## config.mk

```make
export PLATFORM = sky130hd
export DESIGN_NAME = control_carro
export DESIGN_NICKNAME = d
export VERILOG_FILES = /design/src/rtl/control_carro.sv
export SDC_FILE = /design/constraint.sdc
export NUM_CORES = 1
export LEC_CHECK = 0
export BUFFER_PORTS_ARGS = -buffer_cell sky130_fd_sc_hd__buf_4
export CORE_MARGIN = 5
export CORE_UTILIZATION = 45
export CTS_CLUSTER_DIAMETER = 150
export DETAILED_ROUTE_END_ITERATION = 16
export GPL_TIMING_DRIVEN = 0
export PLACE_DENSITY_LB_ADDON = 0.12
export SYNTH_ARGS = -nofsm -noshare
export SYNTH_HDL_FRONTEND = slang
export SYNTH_SLANG_ARGS = --single-unit
```

## constraint.sdc

```tcl
create_clock -name iClk -period 5.35 [get_ports iClk]
set_input_delay 0 -clock iClk [delete_from_list [all_inputs] [get_ports iClk]]
set_output_delay 0 -clock iClk [all_outputs]
set_load 0.05 [all_outputs]
```

## src/rtl/control_carro.sv

```systemverilog
// control_carro: car sequencer. Spawns a car at the top of one of four lanes,
// issues load/step/park pulses and raises the speed level as cars are cleared.
//
// Ports:
//   iClk, iReset (async, active high)
//   iStart (level), iPausa (level), iCuenta (pulse), iColision (pulse)
//   oPosicionX/Y    spawn coordinates, valid while oEnable = 1
//   oPosicionAuxX/Y parking coordinates (constant)
//   oEnable / oResta / oSalto  one-cycle load / step / park pulses
//   oNivel          speed level 0..3
//   oActivo         high while a car is loading, running or waiting
//
// Build option: LFSR_LANE_EN selects lanes from the LFSR (never repeating the
// previous lane). Without it lanes go round-robin starting at lane 0.
module control_carro #(
   parameter int DIV_BASE         = 208333,
   parameter int CARROS_POR_NIVEL = 8,
   parameter int SPAWN_GAP        = 25000000,
   parameter int CARRIL_X0        = 200,
   parameter int CARRIL_PASO      = 64,
   parameter int PARK_X           = 0,
   parameter int PARK_Y           = 500
) (
   input  logic       iClk,
   input  logic       iReset,
   input  logic       iStart,
   input  logic       iPausa,
   input  logic       iCuenta,
   input  logic       iColision,
   output logic [9:0] oPosicionX,
   output logic [8:0] oPosicionY,
   output logic [9:0] oPosicionAuxX,
   output logic [8:0] oPosicionAuxY,
   output logic       oEnable,
   output logic       oResta,
   output logic       oSalto,
   output logic [1:0] oNivel,
   output logic       oActivo
);

   localparam int CW = $clog2(CARROS_POR_NIVEL + 1);

   typedef enum logic [2:0] {IDLE, CARGA, CORRE, ESPERA, FIN} state_t;

   state_t        state_q, state_d;
   logic [24:0]   div_q, div_d;
   logic [24:0]   gap_q, gap_d;
   logic [CW-1:0] cnt_q, cnt_d;
   logic [1:0]    nivel_q, nivel_d;
   logic [9:0]    posx_q, posx_d;
   logic [7:0]    lfsr_q, lfsr_d;
   logic          enable_q, enable_d;
   logic          resta_q, resta_d;
   logic          salto_q, salto_d;
   logic          activo_q, activo_d;
`ifdef LFSR_LANE_EN
   logic [1:0]    prev_q, prev_d;
   logic          prev_vld_q, prev_vld_d;
`else
   logic [1:0]    lane_q, lane_d;
`endif

   logic [24:0]   period;
   logic [1:0]    lane_sel;

   // Period follows the level; levels only change while the divider is idle.
   assign period = 25'(DIV_BASE) >> nivel_q;

   always_comb begin
      state_d    = state_q;
      div_d      = div_q;
      gap_d      = gap_q;
      cnt_d      = cnt_q;
      nivel_d    = nivel_q;
      posx_d     = posx_q;
      enable_d   = 1'b0;
      resta_d    = 1'b0;
      salto_d    = 1'b0;
      activo_d   = (state_q == CARGA) || (state_q == CORRE) || (state_q == ESPERA);
      lfsr_d     = {lfsr_q[6:0], lfsr_q[7] ^ lfsr_q[5] ^ lfsr_q[4] ^ lfsr_q[3]};
      lane_sel   = 2'd0;
`ifdef LFSR_LANE_EN
      prev_d     = prev_q;
      prev_vld_d = prev_vld_q;
`else
      lane_d     = lane_q;
`endif

      unique case (state_q)
         IDLE: begin
            if (iStart) begin
               state_d = CARGA;
`ifndef LFSR_LANE_EN
               lane_d  = 2'd0;
`endif
            end
         end
         CARGA: begin
`ifdef LFSR_LANE_EN
            lane_sel = lfsr_q[1:0];
            if (prev_vld_q && (lane_sel == prev_q))
               lane_sel = lane_sel + 2'd1;
            prev_d     = lane_sel;
            prev_vld_d = 1'b1;
`else
            lane_sel = lane_q;
            lane_d   = lane_q + 2'd1;
`endif
            enable_d = 1'b1;
            posx_d   = 10'(CARRIL_X0 + int'(lane_sel) * CARRIL_PASO);
            div_d    = '0;
            state_d  = CORRE;
         end
         CORRE: begin
            if (iColision) begin
               // collision beats a simultaneous clear; no step after this edge
               salto_d = 1'b1;
               state_d = FIN;
            end else if (iCuenta) begin
               cnt_d   = cnt_q + 1'b1;
               gap_d   = '0;
               state_d = ESPERA;
            end else if (!iPausa) begin
               if (div_q >= period - 25'd1) begin
                  div_d   = '0;
                  resta_d = 1'b1;
               end else begin
                  div_d = div_q + 25'd1;
               end
            end
         end
         ESPERA: begin
            // level bookkeeping lands one cycle after the clear
            if (cnt_q == CW'(CARROS_POR_NIVEL)) begin
               cnt_d = '0;
               if (nivel_q != 2'd3) nivel_d = nivel_q + 2'd1;
            end
            if (!iPausa) begin
               if (gap_q == 25'(SPAWN_GAP - 1)) state_d = CARGA;
               else                             gap_d   = gap_q + 25'd1;
            end
         end
         FIN: begin
            if (iStart) begin
               state_d = CARGA;
               nivel_d = 2'd0;
               cnt_d   = '0;
               div_d   = '0;
`ifndef LFSR_LANE_EN
               lane_d  = 2'd0;
`endif
            end
         end
         default: state_d = IDLE;
      endcase
   end

   always_ff @(posedge iClk or posedge iReset) begin
      if (iReset) begin
         state_q    <= IDLE;
         div_q      <= '0;
         gap_q      <= '0;
         cnt_q      <= '0;
         nivel_q    <= '0;
         posx_q     <= '0;
         lfsr_q     <= 8'hA5;
         enable_q   <= 1'b0;
         resta_q    <= 1'b0;
         salto_q    <= 1'b0;
         activo_q   <= 1'b0;
`ifdef LFSR_LANE_EN
         prev_q     <= '0;
         prev_vld_q <= 1'b0;
`else
         lane_q     <= '0;
`endif
      end else begin
         state_q    <= state_d;
         div_q      <= div_d;
         gap_q      <= gap_d;
         cnt_q      <= cnt_d;
         nivel_q    <= nivel_d;
         posx_q     <= posx_d;
         lfsr_q     <= lfsr_d;
         enable_q   <= enable_d;
         resta_q    <= resta_d;
         salto_q    <= salto_d;
         activo_q   <= activo_d;
`ifdef LFSR_LANE_EN
         prev_q     <= prev_d;
         prev_vld_q <= prev_vld_d;
`else
         lane_q     <= lane_d;
`endif
      end
   end

   assign oPosicionX    = posx_q;
   assign oPosicionY    = 9'd0;
   assign oPosicionAuxX = 10'(PARK_X);
   assign oPosicionAuxY = 9'(PARK_Y);
   assign oEnable       = enable_q;
   assign oResta        = resta_q;
   assign oSalto        = salto_q;
   assign oNivel        = nivel_q;
   assign oActivo       = activo_q;

endmodule

```

== Word-level counts from Yosys, hierarchy flattened ==
Index checks and enable logic that the tools add are counted.

* Muxes and demuxes: 35
* Equality and inequality tests: 19
* Add/sub/neg operators: 7
* Shift operators: 1
* Reduce and logical (&&, ||, !) cells: 15
* Order comparisons: 1

{| class="wikitable"
|+ Operators by type and width
! kind !! number
|-
| 2-to-1 mux 25 bit || 9
|-
| case mux 25 bit (3 select lines) || 1
|-
| adder 25 x 1 -> 25 bit, second input constant || 2
|-
| case mux 25 bit (2 select lines) || 1
|-
| equality test 25 bit, second input constant || 1
|-
| >= comparator 25 bit || 1
|-
| >> shifter 18 x 2 -> 25 bit, first input constant || 1
|-
| subtractor 25 x 1 -> 25 bit, second input constant || 1
|-
| 2-to-1 mux 4 bit || 4
|-
| inequality test 2 bit, second input constant || 8
|-
| 2-to-1 mux 3 bit || 5
|-
| AND reduction 5 bit || 3
|-
| case mux 3 bit (4 select lines) || 1
|-
| case mux 4 bit (3 select lines) || 1
|-
| adder 8 x 8 -> 9 bit, first input constant || 1
|-
| 2-to-1 mux 1 bit || 8
|-
| inequality test 2 x 1 -> 1 bit, second input constant || 4
|-
| case mux 2 bit (2 select lines) || 2
|-
| AND reduction 4 bit || 2
|-
| equality test 3 x 2 -> 1 bit, second input constant || 2
|-
| 2-to-1 mux 2 bit || 3
|-
| nonzero test 2 bit || 3
|-
| nonzero test 3 bit || 2
|-
| adder 2 x 1 -> 2 bit, second input constant || 2
|-
| other kinds (9) || 10
|}

* Register bits: 75
* Input port bits: 6
* Output and inout bits: 44
* Logic and storage cells: 89

== Longest topological paths before layout ==
Gate-level depths: netlist of the first run.

* Depth after elaboration: 8
* Depth in mapped cells: 17

== Worst setup path before layout of the first run ==
Ideal clock, no wire load.

* Kind: flip-flop to flip-flop
* Start point: register nivel_q[1], in the netlist oNivel[1]
* End point: register div_q[21]
* Slack: 2183 ps
* Clock period less this slack: 3167 ps
* Required time: 5220 ps
* Data arrival time: 3037 ps
* Cell stages (with the launch flop): 16
* Cell sequence: dfrtp_1 inv_1 ha_1 nand2_1 o21ai_0 a21oi_1 nor2_1 nand2_1 o21ai_0 ha_1 nand4_1 a2111oi_0 a22oi_2 buf_2 a32oi_1 o21ai_0

* Longest elaborated chain between the ends: 8

{| class="wikitable"
|+ Ends and longest elaborated chain
! element !! RTL line !! text
|-
| start: declaration || 49 || <nowiki>logic [1:0] nivel_q, nivel_d;</nowiki>
|-
| start signal: assignment || 182 || <nowiki>nivel_q <= nivel_d;</nowiki>
|-
| >> shifter 18 x 2 -> 25 bit || 67 || <nowiki>assign period = 25'(DIV_BASE) >> nivel_q;</nowiki>
|-
| subtractor 25 x 1 -> 25 bit || 124 || <nowiki>if (div_q >= period - 25'd1) begin</nowiki>
|-
| >= comparator 25 bit || 124 ||
|-
| 2-to-1 mux 25 bit || 124 ||
|-
| 2-to-1 mux 25 bit || 123 || <nowiki>end else if (!iPausa) begin</nowiki>
|-
| 2-to-1 mux 25 bit || 119 || <nowiki>end else if (iCuenta) begin</nowiki>
|-
| 2-to-1 mux 25 bit || 115 || <nowiki>if (iColision) begin</nowiki>
|-
| case mux 25 bit (3 select lines) || 89 || <nowiki>unique case (state_q)</nowiki>
|-
| end signal: assignment || 179 || <nowiki>div_q <= div_d;</nowiki>
|-
| end: declaration || 46 || <nowiki>logic [24:0] div_q, div_d;</nowiki>
|}

No other way between the ends. The select of a mux whose other input is x is not followed.
A chain may end at the register's enable or synchronous reset.

== Worst setup path in the final report of the first run ==
* Start point: register nivel_q[1], in the netlist oNivel[1]
* End point: register div_q[8]

Same word-level chain as after synthesis.

==> results of run 1 <==
==> final cells by class <==
type	count	share of cell area
Inverter	22	0.01550
Tap cell	136	0.03099
Sequential cell	69	0.3145
Clock buffer	12	0.02461
Buffer	50	0.06449
Clock inverter	4	0.01322
Multi-Input combinational cell	430	0.5107
Timing Repair Buffer	18	0.02598
==> state kept, by name (all words and copies together) (netlist names) <==
register and cells:
oPosicionX 4, oNivel 2, gap_q 25, oResta 1, oSalto 1, oActivo 1, div_q 25, lane_q 2
state_q 3, oEnable 1, cnt_q 4
==> routing by layer <==
layer	up-vias	track usage
met4	0	0.04407
met2	76	0.2709
met5	-	0
met1	1896	0.2666
met3	6	0.03077
li1	1971	-
==> synthesized netlist by cell type, drive strengths merged, types with 2 or more instances <==
| library cell | instances |
|---|---|
| a221oi | 2 |
| nand2 | 57 |
| or3 | 7 |
| inv | 22 |
| nor2 | 46 |
| a211oi | 4 |
| dfrtp | 69 |
| nand3 | 29 |
| nor3 | 13 |
| and4 | 5 |
| a2111oi | 2 |
| xnor2 | 10 |
| a21o | 3 |
| and2 | 6 |
| and3 | 9 |
| o211ai | 9 |
| o21ai | 28 |
| nor3b | 2 |
| conb | 2 |
| a21oi | 24 |
| clkbuf | 4 |
| nand4 | 26 |
| a32oi | 4 |
| mux2i | 4 |
| nand2b | 4 |
| nor4 | 4 |
| nand4bb | 2 |
| a22oi | 3 |
| mux2 | 2 |
| buf | 46 |
| or2 | 3 |
| ha | 37 |
| nand4b | 2 |
| a31o | 2 |
| nor2b | 4 |
| o21a | 4 |
| xor2 | 15 |
==> per-stage QoR <==
step	hold slack [ns]	area, µm²	setup slack (ns)	power (W)	std cells
6_report	0.03168	5490	1.777	0.001968	741
4_1_cts	0.01744	5490	1.858	0.001979	741
3_5_place_dp	0.2504	5253	1.879	0.001509	722
2_1_floorplan	0.09893	4967	2.183	0.001290	571
3_3_place_gp	0.2460	5250	1.838	0.001487	722
5_1_grt	0.02152	5490	1.453	0.002112	741
==> power groups by stage <==
stage                     combinational (W)  sequential [W]  clock (W)
after CTS                          0.000834        0.000669   0.000476
final                              0.000834        0.000667   0.000467
after floorplan                    0.000533        0.000757          0
after detailed placement           0.000830        0.000680          0
after global routing               0.000930        0.000682   0.000500
after global placement             0.000811        0.000676          0
==> worst min-delay path, stage by stage <==
cell     delay [ns]
buf_4          0.10
o41a_2         0.13
a31oi_1        0.03
nor2_1         0.07
==> worst paths after layout <==
check,end,slack [ns],depth (start not counted)
max,div_q[8],1.78,15
min,state_q[1],0.03,4
max reg2reg,div_q[8],1.78,15
min reg2reg,oPosicionX[8],0.48,2
max in group asynchronous,div_q[9],4.38,3
min in group asynchronous,gap_q[17],0.40,3
==> logic make-up after synthesis <==
family	count (synthesis)	synth area share
AND/OR/NAND/NOR	225	0.2489
AO/OA/AOI/OAI	96	0.1456
buffers and inverters	72	0.09058
flip-flops	69	0.3582
adder cells (fa/ha/maj)	37	0.09603
XOR/XNOR	25	0.04542
multiplexers	6	0.01375
other	2	0.001558
==> what timing repair did <==
item / in CTS / in global routing
setup buffers: 0 / 0
hold buffers: 3 / 0
endpoints found under the hold margin: 73 / 0
==> metrics.md, run 1 <==
| Metric | Value |
|---|---|
| Final min period | 3.573 ns |
| Cell Pwr Density | 358.4 nW/µm² |
| Most frequent cells in the layout | dfrtp_1, nand2_1, buf_4 |
| Die X | 113.5 µm |
| Tot GR Track Use | 0.1794 |
| CP Launch Point | oNivel[1] |
| CTS tree | yes |
| CP arrival | 3.78 ns |
| Buffers on Ports | 15 |
| Routed len/inst | 14.80 µm |
| Final core utilization | 0.5294 |
| Psw | ~0.00084 W |
| Clk slew on worst S/H paths | 0.08 ns |
| Synth warnings | 0 |
| WP data required | 5.56 ns |
| Slew @ Worst Pin | 0.8759 ns |
| Drc violations | 0 |
| Starting density of the core | 0.4649 |
| Vias | 3949 |
| Post-CTS resize count | 0 |
| Post-synth top area share | 0.3582 |
| DPL Wire Length | approximately 8.2 mm |
| Final setup fails | 0 |
| Hold Startpoint | iPausa |
| Hold WC Path Type | primary input to register |
| Final Skew | 0.008080 ns |
| Synth Cell Area | 4821 µm² |
| RSZ-0062 raised after global routing | no |
| Final Hold Vio Count | 0 |
| Die height | 113.5 µm |
| Slew Limit Fails | 0 |
| DR top layer | met4 |
| Metal-1 WL | 5.553 mm |
| Area of the multi-input gates | around 2800 µm² |
| Post-synthesis sequential area ratio | 0.3582 |
| Pin count of the biggest net entering global routing | 70 |
| Clock sink total | just under 70 |
| Post-route antenna net violation count | 0 |
| Met2 routed WL | 4.847 mm |
| Register area | between 1500 and 2000 µm² |
| Async SR Flop Fraction | 1.000 |
| CTS root buf | clkbuf_8 |
| Clock network fraction of total power | 0.237 |
| Critical path endpoint category | register |
| Routed vias/inst | between 5 and 6 |
| Sequential Power Share | 0.339 |
| Crit start category | register |
| Final period util | 0.6679 |
| DR pass1 iterations | 4 |
| Post-synth EDFFs | 0 |
| Synth Register Bits | 69 |
| Row cnt | 37 |
| Core area | 10370 µm² |
| Top_reg_cell synth | dfrtp_1 |
| # fillers | 973 |
| Top post-synthesis cells by area | dfrtp_1, ha_1, buf_4 |
| Via count of the first global-routing pass | between 3000 and 4000 |
| Total CTS buffers | 9 |
| Synth cell types | 75 |
| Total global routing overflow | 0 |
| Most common cell after layout, fill and taps aside | dfrtp_1 |
| Number of max-cap violations | 0 |
| Largest area contributor in the netlist | dfrtp_1 |
| Clk buf depth | 2 |
| Routed WL | 10.97 mm |
| Net Sw Frac | 0.4267 |
| Final Wtd Congestion | 0.8170 |
| Reg-to-Reg Start | oNivel[1] |
| Skew-Pair Late Insertion Delay | 0.35 ns |
| Nets@finish | about 640 |
| Max stage delay on crit path | 0.57 ns |
| N_diodes | 0 |
| Setup TNS | 0 ns |
| DIE AREA | 12880 µm² |
| Post-Syn Instances | 532 |
| Status | completed |
| First-pass GRT wire length | about 19 mm |
| Max-slew headroom | 0.4161 |
| 1st-iter DRT viols | 193 |
| Fmax achieved | 0.2799 GHz |
| Crit-path cells | inv_1 -> ha_1 -> nand2_1 -> o21ai_0 -> a21oi_1 -> nor2_1 -> nand2_1 -> o21ai_0 -> ha_1 -> nand4_1 -> nor4_1 -> a221oi_2 -> and2_1 -> a21oi_2 -> nor2_1 |
| Layout cells sized above 1 | 0.1769 |
| Internal power | 0.001128 W |
| Layout area overhead | 13.89% |
| Avg Inst Size Synth | 9.062 µm² |
| Static Leak | 2.637 nW |
| # IOs | 50 |
| Combinational Power Share | 0.424 |
| Initial antenna violation count | 0 |
| Kind of critical path | register to register |
| CP bufs+invs | 1 |
| CP delay by family, top | simple AND/OR/NAND/NOR gates |
| Worst Path Max Fanout | 10 |
| Max VDD drop | between 200 and 300 µV |
| CP max stage cell | dfrtp_1 |
| H-tree lvl count | 3 |
| Routed length on met3 | 481 µm |
No activity file was read; power rests on OpenSTA's default activity.
==> inputs of run 2 (changes only) <==
- ABC_AREA: default -> 1
- clock period: 5.35 -> 3.4 ns (I/O delays scaled with it)
==> run 2 against run 1 <==
Net effect: count of clock-buffer cells in the layout fell by 2; final area is 16% higher; final cell count rose by 40%; die area up 14%; fmax increased by 18%; setup slack lost 1.4 ns; synthesized area grew 15%; register-to-register slack worse by 1.4 ns; critical path depth unchanged; sequential power increased by 53%; largest power group unchanged; highest routed layer unchanged.
==> metrics.md, run 2 <==
| Metric | Value |
|---|---|
| Setup crit end | div_q[16] |
| Combinational Power Share | 0.439 (+0.015) |
| Routed len/inst | 13.08 µm (-12%) |
| Cell Pwr Density | 565.9 nW/µm² (+58%) |
| Pin count of the biggest net entering global routing | 70 (unchanged) |
| Main combinational cell family by area after synthesis | simple AND/OR/NAND/NOR gates |
| Clock network fraction of total power | 0.276 (+0.039) |
| N_diodes | 0 (unchanged) |
| Regs by FF count | div_q (25), gap_q (25) |
| CTS root buf | clkbuf_16 |
| Synth cell types | 40 (-47%) |
| Routed length on met3 | 545 µm (+13%) |
| Final min period | 3.036 ns (-0.5368 ns) |
| Kind of critical path | register to register |
| First-pass GRT wire length | 22.94 mm (+21%) |
| Layout area overhead | 14.72% |
| Core area | 12060 µm² (+16%) |
| Largest area contributor in the netlist | dfrtp_1 |
| Psw | 0.001606 W (+91%) |
| Synth Cell Area | 5542 µm² (+15%) |
| Final Hold Vio Count | 0 (unchanged) |
| Buffers on Ports | 15 (unchanged) |
| Final setup fails | 0 (unchanged) |
| Synth Register Bits | 69 (unchanged) |
| Fmax achieved | 0.3293 GHz (+18%) |
| Mux cell area share after synthesis | 0 (-0.01376) |
| Worst R2R Setup Slack | 0.36 ns (-1.41 ns) |
| Clk buf depth | 2 (unchanged) |
| Clk slew on worst S/H paths | 0.06 ns (-0.02 ns) |
| H-tree lvl count | 3 (unchanged) |
| Final Skew | 0.006116 ns (-0.001964 ns) |
| CTS tree | yes |
| Skew-Pair Late Insertion Delay | 0.35 ns (about the same) |
| Slew @ Worst Pin | 0.8694 ns (-0.006505 ns) |
| Post-synthesis sequential area ratio | 0.3116 (-0.04658) |
| Final instance area | 6357 µm² (+16%) |
| Hold WC Path Type | primary input to register |
| Total CTS buffers | 9 (unchanged) |
| Initial antenna violation count | 0 (unchanged) |
| Synth warnings | 0 (unchanged) |
| Starting density of the core | 0.4594 (-0.005449) |
| Most common cell after layout, fill and taps aside | nand2_1 |
| Avg Inst Size Synth | 6.962 µm² (-23%) |
| Clock sink total | 69 (unchanged) |
| Placed Cells | 1018 (+41%) |
| 1st-iter DRT viols | 343 (+78%) |
| Die X | 121.0 µm (+6.6%) |
| Static Leak | 3.218 nW (+22%) |
| Final period util | 0.8931 (+0.2252) |
| Post-synth EDFFs | 0 (unchanged) |
| Tot GR Track Use | 0.1945 (+0.01508) |
| Reg2Reg Depth | 15 (unchanged) |
| Met2 routed WL | 6.401 mm (+32%) |
| DR pass1 iterations | 5 (+1) |
| Reg-to-Reg Start | oNivel[1] |
| Top post-synthesis cells by area | dfrtp_1, nand2_1, ha_1 |
| Crit start category | register |
| WP data required | 3.62 ns (-1.94 ns) |
| Row cnt | 40 (+8.1%) |
| Cell area after placement | 6013 µm² (+14%) |
| RSZ-0062 raised after global routing | no |
| Critical R2R Capture | div_q[16] |
| CP arrival | 3.26 ns (-0.52 ns) |
| Internal power | 0.001991 W (+76%) |
| Metal-1 WL | 6.426 mm (+16%) |
| Commonest cells post-synth | nand2_1, inv_1, nor2_1 |
| Critical path endpoint category | register |
| Setup TNS | 0 ns (unchanged) |
| Net Sw Frac | 0.4465 (+0.01987) |
| Layout cells sized above 1 | 0.1519 (-0.02496) |
| Post-synth top area share | 0.3116 (-0.04658) |
| Post-Layout Cell Count | 1037 (+40%) |
| Area fraction in compound gates after synthesis | 0.06841 (-0.07719) |
| # IOs | 50 (unchanged) |
| Die height | 121.0 µm (+6.6%) |
| Total global routing overflow | 0 (unchanged) |
| Nets@finish | 907 (+41%) |
| CP Launch Point | oNivel[1] |
| Routed WL | 13.57 mm (+24%) |
| Sequential Power Share | 0.285 (-0.054) |
| Simple-Gate Fraction of Synth Area | 0.3653 (+0.1164) |
| DIE AREA | 14630 µm² (+14%) |
| Slew Limit Fails | 0 (unchanged) |
| Via count of the first global-routing pass | 4697 (+26%) |
| Drc violations | 0 (unchanged) |
| Worst Path Max Fanout | 10 (unchanged) |
| Most frequent cells in the layout | nand2_1, inv_1, nor2_1 |
| Final Wtd Congestion | 0.9455 (+16%) |
| Top-count cell post-synth | nand2_1 |
| Top_reg_cell synth | dfrtp_1 |
| DR top layer | met4 |
| Routed vias/inst | 4.843 (-9.1%) |
| Post-Syn Instances | 796 (+50%) |
| Max VDD drop | 499.4 µV (+98%) |
| Status | completed |
| Async SR Flop Fraction | 1.000 (unchanged) |
| Xor and xnor area share after synthesis | 0.03477 (-0.01065) |
| DPL Wire Length | 10.35 mm (+27%) |
| Max-slew headroom | 0.4204 (+0.004337) |
| Hold depth | 5 (+1) |
| Vias | 5022 (+27%) |
| Post-route antenna net violation count | 0 (unchanged) |
| Number of max-cap violations | 0 (unchanged) |
| Post-synthesis adder-cell area fraction | 0.08354 (-0.01249) |
==> run 2: cell types whose count changed in the layout (fill, tap and decap cells not counted), sizes merged, moves of 5 or more <==
cell | previous run | this run
o211ai | 9 | 1
nor2 | 46 | 97
or3 | 7 | 0
and3 | 9 | 0
nand4 | 26 | 31
nand3 | 29 | 52
nand2 | 57 | 253
and4 | 5 | 0
and2 | 6 | 0
inv | 22 | 103
==> run 2: cell families (layout without fill, tap and decap cells) <==
group / count (synthesis) / in the layout
XOR/XNOR: 22 / 22
adder cells (fa/ha/maj): 37 / 37
flip-flops: 69 / 69
AND/OR/NAND/NOR: 455 / 455
AO/OA/AOI/OAI: 62 / 62
other: 2 / 41
buffers and inverters: 149 / 183
==> run 2: final cells by class <==
class                   instances  area (µm²)
clock inverters                 6       71.32
flip-flops and latches         69        1728
inverters                     102       385.4
multi-input cells             617        3216
repair buffers                 18       142.6
plain buffers                  47       365.4
well taps                     168       210.2
clock buffers                  10       239.0
fillers                      1195        5704
==> run 2: per-layer routing <==
metal,vias to the layer above,GRT usage
li1,2602,-
met1,2308,0.2652
met2,98,0.3157
met3,14,0.03357
met4,0,0.05807
met5,-,0
==> run 2: how the worst min path moves through the flow <==
stage | start | slack, ns | endpoint
after floorplan | iColision | 0.15 | oSalto
after global placement | iColision | 0.31 | oSalto
after detailed placement | iReset | 0.25 | oPosicionX[3]
after CTS | iCuenta | 0.13 | state_q[1]
after global routing | iCuenta | 0.19 | state_q[1]
final | iCuenta | 0.14 | state_q[0]
==> run 2: power by group through the flow <==
stage	Combinational [W]	Sequential, W	Clock [W]
after detailed placement	0.00158	0.00104	0
after global routing	0.00176	0.00104	0.00105
after CTS	0.00158	0.00102	0.00102
after floorplan	0.00105	0.00116	0
final	0.00158	0.00102	0.000993
after global placement	0.00154	0.00103	0
==> run 2: critical path, cell delays in order, from the launching register on <==
cell and delay (ns):
dfrtp_2 0.49, inv_1 0.20, ha_1 0.23, inv_1 0.14, nor2_1 0.05, nand2_1 0.05
a21oi_1 0.05, o211ai_1 0.15, o21ai_0 0.12, ha_1 0.31, nand4_1 0.11, nor2_1 0.13
nand3_1 0.28, nand4_1 0.25, buf_2 0.25, a21oi_1 0.11
==> run 2: per-stage QoR <==
stage / utilization / setup WS [ns] / hold WS (ns) / power, W
2_1_floorplan: - / 0.4682 / 0.1531 / 0.002214
3_3_place_gp: 0.4983 / 0.2450 / 0.3104 / 0.002569
3_5_place_dp: 0.4985 / 0.2013 / 0.2526 / 0.002612
4_1_cts: 0.5268 / 0.2022 / 0.1343 / 0.003622
5_1_grt: 0.5271 / 0.07470 / 0.1908 / 0.003850
6_report: 0.5271 / 0.3635 / 0.1438 / 0.003597
==> run 2: timing repair <==
item | CTS | global route
resized for setup | 0 | 2
endpoints found under the setup margin | 0 | 10
endpoints found under the hold margin | 72 | 0
hold buffers | 3 | 0
buffers inserted | 0 | 0
==> inputs of run 3 (changes only) <==
- ABC_AREA: 1 -> default
==> run 3 against run 2 <==
Net effect: sequential power hardly changed; clock power shrank 26%; combinational power fell by 16%; wire length decreased by 18%; utilization up 0.79 points; setup slack got worse by 0.083 ns; fmax decreased by 2.6%; global-route usage shrank 1.4 points; hold slack worse by 0.12 ns; critical endpoint is now div_q[23]; highest routed layer unchanged.
==> metrics.md, run 3 (synthesis gave the netlist of run 1 again) <==
| Metric | Value |
|---|---|
| # IOs | 50 (unchanged) |
| Final period util | 0.9174 (+0.02431) |
| DIE AREA | 12880 µm² (-12%) |
| Routed vias/inst | 5.332 (+10%) |
| GR Util met1 | 0.2666 (+0.001337) |
| Final Hold Vio Count | 0 (unchanged) |
| Critical path endpoint category | register |
| First-pass GRT wire length | 19.01 mm (-17%) |
| CTS tree | yes |
| Hold Startpoint | iPausa |
| Max VDD drop | 394.4 µV (-21%) |
| Skew-Pair Late Insertion Delay | 0.35 ns (about the same) |
| Layout cells sized above 1 | 0.1878 (+0.03591) |
| Final min period | 3.119 ns (+0.08265 ns) |
| Worst hold endpoint | state_q[1] |
| Most frequent cells in the layout | dfrtp_1, nand2_1, buf_4 |
| Hold WC Path Type | primary input to register |
| N_diodes | 0 (unchanged) |
| Final Skew | 0.006318 ns (+0.0002024 ns) |
| Worst R2R Setup Slack | 0.28 ns (-0.08 ns) |
| Total global routing overflow | 0 (unchanged) |
| Cell area after placement | 5253 µm² (-13%) |
| Cell Pwr Density | 561.2 nW/µm² (-0.83%) |
| Final setup fails | 0 (unchanged) |
| Routed WL | 11.14 mm (-18%) |
| Final Wtd Congestion | 0.8170 (-14%) |
| DR pass1 iterations | 4 (-1) |
| Most common cell after layout, fill and taps aside | dfrtp_1 |
| Die X | 113.5 µm (-6.2%) |
| Final instance area | 5548 µm² (-13%) |
| Kind of critical path | register to register |
| Global Route met2 Usage | 0.2733 (-0.04247) |
| Buffers on Ports | 15 (unchanged) |
| Total CTS buffers | 9 (unchanged) |
| Routed len/inst | 14.99 µm (+15%) |
| Clk slew on worst S/H paths | 0.08 ns (+0.02 ns) |
| GR peak layer | met2 |
| Post-route antenna net violation count | 0 (unchanged) |
| Regs by FF count | div_q (25), gap_q (25) |
| Core area | 10370 µm² (-14%) |
| CTS root buf | clkbuf_8 |
| Nets@finish | 645 (-29%) |
| Worst Path Max Fanout | 10 (unchanged) |
| Drc violations | 0 (unchanged) |
| Slew Limit Fails | 0 (unchanged) |
| H-tree lvl count | 3 (unchanged) |
| Slew @ Worst Pin | 0.8711 ns (+0.001747 ns) |
| Post-Layout Cell Count | 743 (-28%) |
| Status | completed |
| Row cnt | 37 (-7.5%) |
| Pin count of the biggest net entering global routing | 70 (unchanged) |
| Grt met3 use | 0.03077 (-0.002797) |
| Clock sink total | 69 (unchanged) |
| Die height | 113.5 µm (-6.2%) |
| Number of max-cap violations | 0 (unchanged) |
| Layout area overhead | 15.08% |
| Clk buf depth | 2 (unchanged) |
| Reg-to-Reg Start | oNivel[1] |
| CP arrival | 3.34 ns (+0.08 ns) |
| Hold depth | 4 (-1) |
| Starting density of the core | 0.4649 (+0.005449) |
| Tot GR Track Use | 0.1801 (-0.01441) |
| 1st-iter DRT viols | 199 (-42%) |
| WP data required | 3.62 ns (about the same) |
| Initial antenna violation count | 0 (unchanged) |
| Via count of the first global-routing pass | 3761 (-20%) |
| Fmax achieved | 0.3206 GHz (-2.6%) |
| Design Power | 0.003113 W (-13%) |
| Crit start category | register |
| Vias | 3962 (-21%) |
| Placed Cells | 722 (-29%) |
| Static Leak | 2.659 nW (-17%) |
| DPL Wire Length | 8.181 mm (-21%) |
| Max-slew headroom | 0.4192 (-0.001165) |
| Critical R2R Capture | div_q[23] |
| Reg2Reg Depth | 14 (-1) |
| RSZ-0062 raised after global routing | no |
==> run 3: cell types whose count changed in the layout (fill, tap and decap cells not counted), moves of 9 or more <==
cell	before	now
o21ai_2	10	0
nor2_1	86	46
o21ai_0	14	23
nand3_1	49	29
inv_1	94	20
nand2_2	18	1
nand2_1	234	56
clkbuf_16	9	0
==> run 3: worst max-delay path by stage <==
| stage | from | endpoint | slack [ns] | depth (start not counted) |
|---|---|---|---|---|
| 5_1_grt | oNivel[0] | div_q[24] | 0.02 | 16 |
| 2_1_floorplan | oNivel[1] | div_q[21] | 0.23 | 15 |
| 6_report | oNivel[1] | div_q[23] | 0.28 | 14 |
| 4_1_cts | oNivel[1] | div_q[8] | 0.06 | 14 |
| 3_3_place_gp | oNivel[1] | div_q[10] | -0.11 | 15 |
| 3_5_place_dp | oNivel[1] | div_q[15] | -0.07 | 15 |
==> run 3: layout make-up <==
class	count	area, µm²
clock buffers	12	135.1
plain buffers	50	354.1
well taps	136	170.2
fillers	965	4822
clock inverters	4	72.57
inverters	22	85.08
repair buffers	20	157.7
multi-input cells	430	2844
flip-flops and latches	69	1729
==> run 3: layer usage <==
layer | share of wire | routed length [µm]
met3 | 0.045 | 502
met5 | 0 | 0
met2 | 0.45 | 4984
met4 | 0.0095 | 106
met1 | 0.50 | 5541
==> run 3: per-stage QoR <==
| stage | utilization | hold slack [ns] | setup slack [ns] | setup TNS (ns) |
|---|---|---|---|---|
| 2_1_floorplan | - | 0.09893 | 0.2330 | 0 |
| 3_3_place_gp | 0.5063 | 0.2460 | -0.1118 | -0.9241 |
| 3_5_place_dp | 0.5065 | 0.2504 | -0.07098 | -0.5760 |
| 4_1_cts | 0.5300 | 0.01744 | 0.05740 | 0 |
| 5_1_grt | 0.5350 | 0.02152 | 0.02317 | 0 |
| 6_report | 0.5350 | 0.02732 | 0.2809 | 0 |
==> run 3: what timing repair did <==
action | in CTS | in global routing
pin swaps | 0 | 1
endpoints found under the setup margin | 9 | 26
setup buffers | 0 | 2
hold buffers | 3 | 0
endpoints found under the hold margin | 73 | 0
resized for setup | 1 | 8
==> run 3: report_power, final <==
group / leakage (nW) / internal [W] / switching (W)
registers: 0.934 / 0.000938 / 0.000116
logic: 1.62 / 0.000431 / 0.000897
clock network: 0.101 / 0.000413 / 0.000318
==> run 3: worst max-delay path, stage by stage, from the launching register on <==
cell and delay [ns]:
dfrtp_2 0.50, inv_2 0.16, ha_1 0.21, o21ai_0 0.09
a21oi_1 0.15, nor2_1 0.05, nand2_1 0.07, o21ai_0 0.08
ha_1 0.30, nand4_1 0.24, a2111oi_2 0.39, a22oi_2 0.19
buf_2 0.24, a32oi_1 0.20, o21ai_0 0.11
